$ cat config.mk
export PLATFORM = sky130hd
export DESIGN_NAME = panda_load_seq
export DESIGN_NICKNAME = d
export VERILOG_FILES = /design/src/rtl/panda_load_seq.sv
export SDC_FILE = /design/constraint.sdc
export NUM_CORES = 1
export LEC_CHECK = 0
export BUFFER_PORTS_ARGS = -buffer_cell sky130_fd_sc_hd__buf_2
export CORE_AREA = 2 2 162 164
export DETAILED_ROUTE_END_ITERATION = 8
export DIE_AREA = 0 0 164 166
export MAX_ROUTING_LAYER = met4
export PLACE_DENSITY = 0.53
export SLEW_MARGIN = 10
export SYNTH_ARGS = -nofsm -noshare
export SYNTH_HDL_FRONTEND = slang
export SYNTH_SLANG_ARGS = --single-unit
$ cat constraint.sdc
create_clock -name clk_i -period 4 [get_ports clk_i]
set_clock_uncertainty 0.05 [all_clocks]
set_input_delay 0.4 -clock clk_i [delete_from_list [all_inputs] [get_ports clk_i]]
set_output_delay 0.4 -clock clk_i [all_outputs]
set_load 0.005 [all_outputs]
$ cat src/rtl/panda_load_seq.sv
// Load sequencer: walks the enabled, non-empty sections in index order, launches the
// source streamer for each and writes its words into the selected memory. Optional stall
// timeout under macro PANDA_LOAD_SEQ_TIMEOUT_EN.
module panda_load_seq #(
    parameter int LEN_W   = 16,
    parameter int TIMEOUT = 1024
) (
    input  logic                      clk_i,
    input  logic                      rst_ni,
    input  logic                      clear_i,
    input  logic                      start_i,
    input  logic [6:0]                sec_en_i,
    input  logic [6:0][31:0]          sec_base_i,
    input  logic [6:0][LEN_W-1:0]     sec_len_i,
    output logic                      src_start_o,
    output logic [31:0]               src_addr_o,
    output logic [LEN_W-1:0]          src_len_o,
    input  logic                      stream_valid_i,
    output logic                      stream_ready_o,
    output logic [2:0]                mem_sel_o,
    output logic                      wr_en_o,
    output logic [LEN_W-1:0]          waddr_o,
    output logic                      busy_o,
    output logic                      done_o,
    output logic                      err_o
);

    localparam logic [2:0] S_IDLE   = 3'd0;
    localparam logic [2:0] S_SELECT = 3'd1;
    localparam logic [2:0] S_LAUNCH = 3'd2;
    localparam logic [2:0] S_STREAM = 3'd3;
    localparam logic [2:0] S_NEXT   = 3'd4;
    localparam logic [2:0] S_DONE   = 3'd5;

    logic [2:0]       r_state;
    logic [2:0]       r_idx;
    logic [6:0]       r_en;
    logic [LEN_W-1:0] r_cnt;

    logic             w_found;
    logic [2:0]       w_sel_idx;
    logic             w_active;
    logic             w_hs;
    logic             w_last;
    logic             w_stall_hit;

    // Descending scan so the lowest qualifying index is the one left standing.
    always_comb begin
        w_found   = 1'b0;
        w_sel_idx = r_idx;
        for (int i = 6; i >= 0; i--) begin
            if (3'(i) >= r_idx && r_en[i] && sec_len_i[i] != '0) begin
                w_found   = 1'b1;
                w_sel_idx = 3'(i);
            end
        end
    end

    assign w_active = (r_state == S_LAUNCH) || (r_state == S_STREAM);
    assign w_hs     = (r_state == S_STREAM) && stream_valid_i;
    assign w_last   = (r_cnt == sec_len_i[r_idx] - LEN_W'(1));

`ifdef PANDA_LOAD_SEQ_TIMEOUT_EN
    localparam int ST_W = $clog2(TIMEOUT + 1);
    logic [ST_W-1:0] r_stall;
    logic            r_err;

    assign w_stall_hit = (r_state == S_STREAM) && !stream_valid_i
                         && (r_stall == ST_W'(TIMEOUT - 1));

    always_ff @(posedge clk_i or negedge rst_ni) begin
        if (!rst_ni) begin
            r_stall <= '0;
            r_err   <= 1'b0;
        end else if (clear_i) begin
            r_stall <= '0;
            r_err   <= 1'b0;
        end else begin
            if (r_state != S_STREAM || stream_valid_i)
                r_stall <= '0;
            else
                r_stall <= r_stall + ST_W'(1);
            if (w_stall_hit)
                r_err <= 1'b1;
        end
    end

    assign err_o = r_err;
`else
    assign w_stall_hit = 1'b0;
    assign err_o       = 1'b0;
`endif

    always_ff @(posedge clk_i or negedge rst_ni) begin
        if (!rst_ni) begin
            r_state <= S_IDLE;
            r_idx   <= '0;
            r_en    <= '0;
            r_cnt   <= '0;
        end else if (clear_i) begin
            r_state <= S_IDLE;
            r_idx   <= '0;
            r_en    <= '0;
            r_cnt   <= '0;
        end else begin
            case (r_state)
                S_IDLE: if (start_i) begin
                    r_en    <= sec_en_i;
                    r_idx   <= '0;
                    r_state <= S_SELECT;
                end
                S_SELECT: begin
                    r_idx   <= w_sel_idx;
                    r_state <= w_found ? S_LAUNCH : S_DONE;
                end
                S_LAUNCH: begin
                    r_cnt   <= '0;
                    r_state <= S_STREAM;
                end
                S_STREAM: begin
                    if (w_hs) begin
                        r_cnt <= r_cnt + LEN_W'(1);
                        if (w_last) r_state <= S_NEXT;
                    end else if (w_stall_hit) begin
                        r_state <= S_DONE;
                    end
                end
                S_NEXT: begin
                    if (r_idx == 3'd6) begin
                        r_state <= S_DONE;
                    end else begin
                        r_idx   <= r_idx + 3'd1;
                        r_state <= S_SELECT;
                    end
                end
                S_DONE:  r_state <= S_IDLE;
                default: r_state <= S_IDLE;
            endcase
        end
    end

    assign src_start_o    = (r_state == S_LAUNCH);
    assign src_addr_o     = w_active ? sec_base_i[r_idx] : 32'd0;
    assign src_len_o      = w_active ? sec_len_i[r_idx] : '0;
    assign stream_ready_o = (r_state == S_STREAM);
    assign wr_en_o        = w_hs;
    assign waddr_o        = (r_state == S_STREAM) ? r_cnt : '0;
    assign mem_sel_o      = w_active ? r_idx : 3'd7;
    assign busy_o         = (r_state != S_IDLE);
    assign done_o         = (r_state == S_DONE);

endmodule

==> flow_summary.json <==
{
  "grt_use_total": 0.224,
  "worstSetupPathType": "reg -> reg",
  "p_seq_frac": 0.143,
  "fin_crit_sh": 0.875,
  "drt-initial-drc-count": 557,
  "rsz0062_at_grt": "false",
  "p_per_area_mw_per_mm2": 438,
  "wl_met3_um": 3230,
  "setup_viol": 0,
  "synth_cell_type_count": 70,
  "hold_viol": 0,
  "synth-xor-area-share": 0.0527,
  "yosysWarnings": 0,
  "gp_congestion": 0.988,
  "antenna_found_initial": 4,
  "avgSynthCellArea_um2": 8.38,
  "synth_edf_count": 0,
  "crit_slowest_cell": "dfrtp_4",
  "die_height_um": 166,
  "clk_latency_ns": 0.27,
  "dp.final_hpwl_um": 26400,
  "synthArstFlopShare": 1.00,
  "initial_core_util": 0.214,
  "ys_ff_latch": 29,
  "worst_slew_pin_slew_ns": 0.954,
  "synth_top_family_by_area": "multiplexers",
  "ant_nets": 0,
  "holdCritPathClass": "in -> async",
  "grt_max_degree": 61,
  "post_cts_resized": 0,
  "cp-startpoint": "r_idx[0]$_DFFE_PN0P_",
  "clockRootBuffer": "clkbuf_16",
  "drt-pass1-iter-count": 6,
  "h-tree-depth": 2,
  "wl_per_cell_um": 22.7,
  "cts_sinks": 29,
  "cts_buffers": 5,
  "r2r_cells": 11,
  "total_power_uw": 3490,
  "m1WireLength_um": 12800,
  "post_cts_buffers": 0,
  "max_slew_margin": 0.361,
  "die_w_um": 164,
  "pwr-share-clk": 0.113,
  "yosys.area_share.simple": 0.257,
  "grt_first_pass_wirelength_um": 44700,
  "timing.rr.start": "r_idx[0]$_DFFE_PN0P_",
  "syn-cell-area_mm2": 0.00548,
  "grt.overflow.total": 0,
  "clk_path_buf_depth": 2,
  "via_count": 7248,
  "tritoncts": "built",
  "cp_data_arrival_time_ns": 3.57,
  "cts_hold_buf": 0,
  "synth_nets": 1007,
  "status": "finished clean",
  "drt_wl_total_um": 31300,
  "synth_compound_area_frac": 0.157,
  "ys_top_cells_by_area": "mux4_2, dfrtp_1, mux2i_1",
  "syn_inst": 654,
  "wl_met2_um": 14500,
  "setup_tns_ns": 0,
  "slowest_delay_ns": 0.73,
  "max_cap_violations": 0,
  "cp-start-kind": "register",
  "synth_mux_area_frac": 0.323,
  "drive_above_1_share": 0.520,
  "critPathMaxFanout": 31,
  "portBuffers": 419,
  "io_pins": 421,
  "via_per_inst": 5.27,
  "synth_adder_area_share": 0.0114,
  "clk_pin_slew_ns": 0.05,
  "final_core_util": 0.311,
  "dieArea_mm2": 0.0272,
  "timing.fmax_mhz": 286,
  "top_layer": "met4",
  "ys.flop_type": "dfrtp_1",
  "core_mm2": 0.0256,
  "synth_top_area_share": 0.152,
  "cp_cell_sequence": "buf_4 > mux2i_1 > o211ai_2 > nand2_1 > ha_1 > nand2_1 > nor2_1 > xnor2_1 > or4_1 > and4bb_1 > a31oi_1",
  "combinationalPowerShare": 0.744,
  "cpMostUsedCell": "nand2_1",
  "core.rowCount": 59,
  "drc_errors": 0,
  "period_minus_slack_ns": 3.50,
  "fin_nets": 1388,
  "endpoint_kind": "register",
  "seq_area_frac_synth": 0.132,
  "swShare": 0.504,
  "switching_power_uw": 1760,
  "yosys.area.top_type": "mux4_2",
  "grt_pass1_vias": 7197,
  "p_int_uw": 1730,
  "syn_to_final_growth_pct": 45.4,
  "critPathRequiredTime_ns": 4.07,
  "ir_drop_v": 0.000196,
  "slew_viol_final": 0,
  "fill_cells": 2780,
  "power_leakage_uw": 0.00362
}
## kinds of logic after synthesis
kind of cell               count (synthesis)
and+or+nand+nor                          283
muxes                                    126
AOI/OAI and AO/OA                        108
buffers and inverters                     69
xor gates and xnor gates                  33
DFF                                       29
adders and majority gates                  5
other                                      1
## per-stage QoR
| step | area, um2 | std cells | setup slack, ns | hold slack (ns) |
|---|---|---|---|---|
| 3_3_place_gp | 7800 | 1363 | 0.578 | 0.433 |
| 2_1_floorplan | 5480 | 654 | 1.02 | 0.0544 |
| 3_5_place_dp | 7800 | 1363 | 0.534 | 0.432 |
| 6_report | 7970 | 1375 | 0.498 | 0.118 |
| 5_1_grt | 7970 | 1375 | 0.261 | 0.170 |
| 4_1_cts | 7960 | 1371 | 0.522 | 0.140 |
## power by group through the flow
| stage | clock network (uW) | logic [uW] | registers, uW |
|---|---|---|---|
| after floorplan | 0 | 1860 | 354 |
| after global placement | 0 | 2580 | 499 |
| after detailed placement | 0 | 2590 | 501 |
| after CTS | 403 | 2600 | 495 |
| after global routing | 416 | 2830 | 512 |
| final | 395 | 2600 | 498 |
## state kept, by name (all words and copies together), names as in the netlist
| signal | count |
|---|---|
| r_cnt | 16 |
| r_en | 7 |
| r_idx | 3 |
| r_state | 3 |
## cell type report
cell class	count	area [um2]	area share
multi-input combinational	556	4410	0.553
sequential	29	737	0.0925
tap	335	419	0.0526
inverter	10	37.5	0.00471
clock buffer	7	153	0.0191
antenna	4	10.0	0.00126
timing repair buffer	433	2200	0.276
clock inverter	1	5.00	0.000628
## worst max-delay path: cells and delay by family (launching register included)
family / cells / cell delay, ns
xor+xnor: 1 / 0.08
buf+inv: 1 / 0.32
flops: 1 / 0.73
mux: 1 / 0.23
simple gates: 5 / 1.34
compound gates: 2 / 0.23
fa+ha+maj: 1 / 0.35
## synthesized netlist by cell type (8+ instances only)
| cell | count |
|---|---|
| nor2_1 | 94 |
| mux2i_1 | 50 |
| mux2_2 | 39 |
| mux4_2 | 37 |
| a221oi_1 | 36 |
| nand2_1 | 36 |
| clkbuf_1 | 34 |
| nor3_1 | 34 |
| dfrtp_1 | 29 |
| nor4_1 | 28 |
| and3_1 | 18 |
| nand4_1 | 18 |
| xor2_1 | 17 |
| xnor2_1 | 16 |
| nand3_1 | 15 |
| nand2b_1 | 12 |
| o21ai_0 | 12 |
| buf_2 | 10 |
| a21oi_1 | 8 |
| inv_1 | 8 |
## final timing paths
check                                          to  slack, ns
max reg2reg                r_state[1]$_DFFE_PN0P_       0.50
min reg2reg                   r_en[1]$_DFFE_PN0P_       0.47
min                          r_cnt[4]$_DFFE_PN0P_       0.12
max                        r_state[1]$_DFFE_PN0P_       0.50
min in group clk_i            r_en[1]$_DFFE_PN0P_       0.33
max in group asynchronous    r_idx[0]$_DFFE_PN0P_       3.26
## layout by cell type (no fill, tap or decap), drive strengths merged, types with 12 or more instances in the layout
| cell | count |
|---|---|
| buf | 433 |
| nor2 | 95 |
| mux2i | 50 |
| mux2 | 39 |
| mux4 | 37 |
| nand2 | 36 |
| a221oi | 36 |
| nor3 | 35 |
| dfrtp | 29 |
| nor4 | 28 |
| and3 | 18 |
| nand4 | 18 |
| xor2 | 17 |
| xnor2 | 16 |
| nand3 | 15 |
| o21ai | 15 |
| nand2b | 12 |
## per-layer routing
layer / up-vias / track usage
met5: - / -
met4: 0 / 0.0557
met3: 42 / 0.0559
met2: 427 / 0.355
met1: 3474 / 0.284
li1: 3305 / -
(Power assumes the default switching activity.)
